==> config.mk <==
export PLATFORM = sky130hd
export DESIGN_NAME = instr_fetch_decode
export DESIGN_NICKNAME = d
export VERILOG_FILES = /design/src/rtl/instr_fetch_decode.sv
export SDC_FILE = /design/constraint.sdc
export NUM_CORES = 1
export LEC_CHECK = 0
export CORE_MARGIN = 2
export CORE_UTILIZATION = 41
export DETAILED_ROUTE_END_ITERATION = 10
export PLACE_DENSITY_LB_ADDON = 0.25
export SLEW_MARGIN = 40
export SYNTH_ARGS = -nofsm -noshare
export SYNTH_HDL_FRONTEND = slang
export SYNTH_SLANG_ARGS = --single-unit
==> constraint.sdc <==
create_clock -name clk -period 1.9 [get_ports clk]
set_clock_uncertainty 0.1 [all_clocks]
set_input_delay 0.38 -clock clk [delete_from_list [all_inputs] [get_ports clk]]
set_output_delay 0.38 -clock clk [all_outputs]
set_load 0.005 [all_outputs]
==> src/rtl/instr_fetch_decode.sv <==
// instr_fetch_decode: fetches instruction words, decodes operand fields and presents them under valid/ready.
module instr_fetch_decode #(
  parameter int ADDR_W = 8,
  parameter int MAX_OPCODE = 16
) (
  input  logic              clk,
  input  logic              rst_n,
  input  logic              enable,
  input  logic              pc_load,
  input  logic [ADDR_W-1:0] pc_load_value,
  output logic              imem_en,
  output logic [ADDR_W-1:0] imem_addr,
  input  logic [31:0]       imem_rdata,
  output logic              out_valid,
  input  logic              out_ready,
  output logic [5:0]        opcode,
  output logic [4:0]        rdst2,
  output logic [4:0]        rdst1,
  output logic [4:0]        rsrc2,
  output logic [4:0]        rsrc1,
  output logic [15:0]       imm,
  output logic [7:0]        rsrc_add,
  output logic [7:0]        rdst_add,
  output logic [ADDR_W-1:0] out_pc,
  output logic              illegal,
  output logic [ADDR_W-1:0] pc
);
  typedef enum logic [2:0] {IDLE, REQ, RESP, OUT, HALT} state_t;
  state_t state, state_nxt;
  logic [5:0] op;
  logic legal, rtype;
  logic [4:0] d_rdst2, d_rdst1, d_rsrc2, d_rsrc1;
  logic [15:0] d_imm;
  logic [7:0] d_rsrc_add, d_rdst_add;
  assign op = imem_rdata[31:26];
  assign legal = op <= 6'(MAX_OPCODE);
  assign rtype = op >= 6'd4;
  assign imem_en = state == REQ;
  assign imem_addr = (state == REQ) ? pc : '0;
  // Unused fields of each format decode to zero.
  always_comb begin
    d_rdst2 = (op != 6'd3) ? imem_rdata[25:21] : '0;
    d_rdst1 = rtype ? imem_rdata[20:16] : '0;
    d_rsrc2 = (op == 6'd1 || op == 6'd3) ? imem_rdata[4:0] : rtype ? imem_rdata[9:5] : '0;
    d_rsrc1 = rtype ? imem_rdata[4:0] : '0;
    d_imm = (op == 6'd0) ? imem_rdata[15:0] : '0;
    d_rsrc_add = (op == 6'd2) ? imem_rdata[7:0] : '0;
    d_rdst_add = (op == 6'd3) ? imem_rdata[25:18] : '0;
  end
  always_comb begin
    state_nxt = state;
    unique case (state)
      IDLE: state_nxt = enable ? REQ : IDLE;
      REQ: state_nxt = RESP;
      RESP: state_nxt = legal ? OUT : HALT;
      OUT: state_nxt = out_ready ? (enable ? REQ : IDLE) : OUT;
      HALT: state_nxt = HALT;
      default: state_nxt = IDLE;
    endcase
    if (pc_load) state_nxt = enable ? REQ : IDLE;
  end
  always_ff @(posedge clk or negedge rst_n)
    if (!rst_n) state <= IDLE;
    else state <= state_nxt;
  always_ff @(posedge clk or negedge rst_n) begin
    if (!rst_n) begin
      pc <= '0;
      out_valid <= 1'b0;
      illegal <= 1'b0;
      out_pc <= '0;
      opcode <= '0;
      rdst2 <= '0;
      rdst1 <= '0;
      rsrc2 <= '0;
      rsrc1 <= '0;
      imm <= '0;
      rsrc_add <= '0;
      rdst_add <= '0;
    end else if (pc_load) begin
      pc <= pc_load_value;
      illegal <= 1'b0;
      out_valid <= 1'b0;
    end else if (state == RESP) begin
      if (legal) begin
        opcode <= op;
        rdst2 <= d_rdst2;
        rdst1 <= d_rdst1;
        rsrc2 <= d_rsrc2;
        rsrc1 <= d_rsrc1;
        imm <= d_imm;
        rsrc_add <= d_rsrc_add;
        rdst_add <= d_rdst_add;
        out_pc <= pc;
        pc <= pc + ADDR_W'(1);
        out_valid <= 1'b1;
      end else illegal <= 1'b1;
    end else if (state == OUT && out_ready) out_valid <= 1'b0;
  end
endmodule

### Word-level counts from Yosys, hierarchy flattened

Cells that the tools add are included.

* register bits: 79
* bits of input ports: 45
* output and inout port bits: 85

* equality and inequality tests: 10
* reductions and logical operators: 11
* mux-type cells: 24
* order comparisons: 2
* $add $sub $neg: 1
* bitwise gates (word level): 1

Operators by type and width (number)
* 2-to-1 mux 8 bit: 6
* 2-to-1 mux 5 bit: 5
* 2-to-1 mux 16 bit: 1
* one-hot mux 3 bit (5 select lines): 1
* equality test 6 x 2 -> 1 bit, second input constant: 2
* 2-to-1 mux 3 bit: 3
* adder 8 x 1 -> 8 bit, second input constant: 1
* 2-to-1 mux 1 bit: 8
* equality test 3 x 2 -> 1 bit, second input constant: 2
* equality test 6 x 1 -> 1 bit, second input constant: 1
* >= comparator 6 x 3 -> 1 bit, second input constant: 1
* <= comparator 6 x 5 -> 1 bit, second input constant: 1
* logical NOT 6 bit: 1
* != test 6 x 2 -> 1 bit, second input constant: 1
* AND reduction 2 bit: 3
* nonzero test 2 bit: 2
* equality test 3 x 1 -> 1 bit, second input constant: 1
* equality test 3 bit, second input constant: 1
* logical NOT 3 bit: 1
* != test 3 bit, second input constant: 1
* AND reduction 3 bit: 1
* nonzero test 3 bit: 1
* != test 2 bit, second input constant: 1
* logical AND 1 bit: 1
* other kinds (2): 2

### Depth between registers and ports, before layout

Gate-level depths: netlist of run 1.

* depth after elaboration: 5
* depth in mapped cells: 6
* depth with buffers taken out: 4

### Worst setup path after synthesis of run 1

OpenSTA, ideal clock, no wires.

* path type: reg2reg
* start point: register state[2]
* end point: register imm[0]
* path buffers: 3
* clock period less this slack: 2.038 ns
* data arrival time: 1.813 ns
* stages on the path, launching flop included: 7
* library setup time: 0.125 ns
* setup slack: -0.138 ns
* cell sequence: dfrtp_1 > buf_2 > or4b_1 > nor3_2 > buf_4 > buf_6 > mux2_2

* cells in the longest elaborated chain, start to end: 2

RTL lines
* start: declaration: line 29 `state_t state, state_nxt;`
* start signal: assignment: line 64 `else state <= state_nxt;`
* equality test 3 x 2 -> 1 bit: line 83 `end else if (state == RESP) begin`
* AND reduction 3 bit (no line)
* end signal: assignment: line 90 `imm <= d_imm;`
* end: declaration: line 21 `output logic [15:0] imm,`

No other way between the ends.
A chain may end at the register's enable or synchronous reset.

### Worst setup path after layout of run 1

* start point: register state[2]
* end point: register imm[14]

The elaborated chain is that of the path after synthesis.

==> impl_summary.log, run 1 <==
INFO  metric run_status = finished, violations left
INFO  metric violations = negative setup slack
INFO  metric timing.final.crit_share = 113.6%
INFO  metric overflow = 0
INFO  metric cap_violations = 0
INFO  metric track_usage = 20.55%
INFO  metric vias = 3380
INFO  metric setup.worst_path.class = reg -> reg
INFO  metric timing.critical_path.from_type = register
INFO  metric wl_per_cell = 18.13 um
INFO  metric placement.setup.worst_slack = -635.3 ps
INFO  metric design_power_total = 4.936 mW
INFO  metric hold_removal_path_class = reg -> reg
INFO  metric clock_path_buffers = 2
INFO  metric cp_data_required_time = 2030 ps
INFO  metric dieWidth = 101.2 um
INFO  metric netlist_area_before_placement = 0.003875 mm2
INFO  metric cts-htree-levels = 3
INFO  metric layout-area-overhead-vs-synth = 58.90%
INFO  metric post-route-drc-count = 0
INFO  metric clock_pin_slew_on_the_worst_setup_and_hold_paths = 90 ps
INFO  metric setup_viol = 74
INFO  metric synth.yosys.seq_area_share = 51.02%
INFO  metric power.sequential.fraction = 42.3%
INFO  metric yosys.cell_types.count = 47
INFO  metric total_leakage_power = 2.751 nW
INFO  metric clock_latency = 340 ps
INFO  metric fp-row-count = 35
INFO  metric tritoncts = done
INFO  metric critical_path.max_fanout = 11
INFO  metric max_freq = 0.4634 GHz
INFO  metric routed_wl = 11260 um
INFO  metric grt_max_degree = 80
INFO  metric cts.root.buffer_cell = clkbuf_8
INFO  metric timing.critical_path.arrival = 2290 ps
INFO  metric drtPass1Iterations = 4
INFO  metric async_flop_share = 100.0%
INFO  metric rsz0062_at_grt = yes
INFO  metric number_of_sinks_handled_by_clock_tree_synthesis = 79
INFO  metric synth_top_flop_cell = dfrtp_1
INFO  metric r2r_slack = -260 ps
INFO  metric routability_congestion_estimate_from_global_placement = 0.8357
INFO  metric portBuffers = 129
INFO  metric timing_worst_slew_pin_value = 457.3 ps
INFO  metric power.density = 801.6 mW/mm2
INFO  metric syn_area_per_cell = 11.43 um2
INFO  metric timing.reg2reg.worst_path_depth = 6
INFO  metric clock_power_share = 30.2%
INFO  metric post_route_cells_drive_above_1_share = 29.22%
INFO  metric drt.antenna.violating_nets = 0
INFO  metric post-route-worst-setup-slack = -257.8 ps
INFO  metric netlist_instances = 339
INFO  metric synth.largest_area_cell = dfrtp_1
INFO  metric max_slew_margin = 69.51%
INFO  metric pwr-share-comb = 27.5%
INFO  metric synth-edff-count = 0
INFO  metric die_y = 101.2 um
INFO  metric io_pins = 130
INFO  metric cts_inserted_buffers = 9
INFO  metric crit_path_end = imm[14]
INFO  metric num-nets-final = 552
INFO  metric synth_warnings = 0
INFO  metric synth.top_cell.area_share = 51.02%
INFO  metric p_int = 3.682 mW
INFO  metric multi_input_gate_area_in_the_final_layout = 0.001829 mm2
INFO  metric worst_hold_slack = 403.1 ps
INFO  metric max-vdd-ir-drop = 0.0004861 V
INFO  metric p_sw = 1.253 mW
INFO  metric post-dp-hpwl = 7150 um
INFO  metric switching_share_of_power = 25.39%
INFO  metric dieArea = 0.01024 mm2
INFO  metric core_area = 0.009196 mm2
INFO  metric antenna_cells_inserted = 0
INFO  metric critPathLaunch = state[2]
INFO  metric viasPerCell = 5.443
INFO  metric nFillCells = 725
INFO  metric final-max-slew-violation-count = 0
INFO  metric first_iter_violations = 108
INFO  metric worstSetupEndpointType = register
INFO  metric floorplan.initialDensity = 42.14%
INFO  metric postSynthRegisterBits = 79
INFO  metric ys_top_cells_by_area = dfrtp_1 51%, mux2_2 16%, mux2i_1 3.9%
INFO  metric grt_antenna_before_repair = 0
INFO  metric worst_r2r_endpoint = imm[14]
INFO  metric grt_first_pass_wirelength = 16570 um
INFO  metric final_hold_viol_count = 0
INFO  metric crit-reg2reg-launch = state[2]
INFO  metric area.sequential = 0.001978 mm2
INFO  metric layout_min_cycle_time = 2158 ps
INFO  metric synth.net_count = 385
INFO  metric grt_pass1_vias = 3356
[critical path: stages, from the launching register on]
cell and delay [ps]:
dfrtp_1 400, buf_4 150, or4b_4 500, nor3_4 230
buf_6 180, buf_12 150, mux2_2 340
[per-layer routing]
layer	wire, um	up-vias	GRT usage (%)
met3	733	16	5.176
met4	171	0	5.301
met2	5367	126	33.06
li1	-	1563	-
met5	0	-	0
met1	4985	1675	28.00
[Yosys cell counts (all sizes together), types with 2 or more instances]
master  count
nand2      15
o31ai       3
mux2       55
nand4b      2
and3       10
nand3       3
nor3b       4
a221o       2
or3         2
inv        25
a211oi      2
and2       10
a21oi       2
o21ai       8
nor2b       6
nand4       3
nor4       21
nor3        2
a31oi       5
nor2       10
nor4b       7
clkbuf     14
dfrtp      79
o311ai      2
buf        14
mux2i      15
o211ai      2
or4         2
[power groups by stage]
stage | sequential [mW] | combinational, mW | clock [mW]
floorplan | 2.11 | 0.398 | 0
finish | 2.09 | 1.36 | 1.49
global placement | 2.11 | 1.20 | 0
global route | 2.12 | 1.46 | 1.59
CTS | 2.08 | 1.27 | 1.50
detailed placement | 2.11 | 1.22 | 0
[what timing repair did]
item / CTS / global route
setup buffers: 9 / 4
cloned: 1 / 5
hold buffers: 1 / 0
gates resized for setup: 52 / 59
setup endpoints to repair: 76 / 79
hold endpoints to repair: 79 / 0
pin swaps: 6 / 4
[cell type report]
cell class                 count  area share [%]
clock buffer                   9           2.012
clock inverter                 6           1.788
inverter                      25           1.524
multi-input combinational    207           29.71
sequential                    79           32.13
tap                          111           2.256
timing repair buffer         184           30.58
[kinds of logic after synthesis]
group	Yosys count	share of synthesized area, %
AOI/OAI and AO/OA	34	6.458
adders and majority gates	1	0.3228
buffers and inverters	53	6.393
DFF	79	51.02
muxes	70	19.86
and+or+nand+nor	102	15.95
[stage by stage]
| stage | cells | TNS (ps) | util [%] | instance area (um2) |
|---|---|---|---|---|
| 2_1_floorplan | 339 | -5110 | - | 3895 |
| 3_3_place_gp | 586 | -43790 | 59.56 | 5478 |
| 3_5_place_dp | 586 | -44650 | 59.56 | 5478 |
| 4_1_cts | 612 | -15530 | 63.32 | 5823 |
| 5_1_grt | 621 | -19230 | 66.95 | 6157 |
| 6_report | 621 | -16080 | 66.95 | 6157 |
[cells in the final DEF (no fill, tap or decap), types with 3 or more instances in the layout]
cell,Yosys,layout
buf_4,3,31
mux2i_1,15,15
buf_2,6,3
buf_6,4,18
nor4b_1,7,6
and2_4,0,5
o21ai_0,8,8
buf_12,0,5
inv_1,25,25
nand2_1,15,15
bufinv_16,0,3
nor2b_1,6,5
nand3_1,3,3
nor2_1,10,10
nand4_1,3,3
dlygate4sd2_1,0,5
clkbuf_16,0,3
and2_1,9,4
a31oi_1,5,5
clkbuf_8,0,9
dfrtp_1,79,78
nor4_1,21,20
and3_1,10,10
mux2_2,55,21
nor3b_1,4,3
mux2_4,0,34
o31ai_1,3,3
clkdlybuf4s50_1,0,114
[flip-flops by register name, indices dropped and copies added, names as in the netlist, 3 cells and up]
name and cells:
rdst1 5, rdst2 5, out_pc 8, rdst_add 8
imm 16, rsrc_add 8, rsrc2 5, pc 8
opcode 6, rsrc1 5, state 3
[worst min path at each step]
stage,depth (start not counted),startpoint,end,slack (ps)
after floorplan,0,rst_n,illegal,-20
after global placement,2,rst_n,state[0],340
after detailed placement,2,rst_n,state[0],320
after CTS,2,imem_rdata[28],opcode[2],400
after global routing,2,imem_rdata[28],opcode[2],430
final,1,opcode[5],opcode[5],400
No activity file was read; power rests on OpenSTA's default activity.
==> inputs of run 2 (changes only) <==
- CAP_MARGIN: not set -> 40
==> results of run 2 <==
Final layout, timing and power as in run 1 (identical DEF).
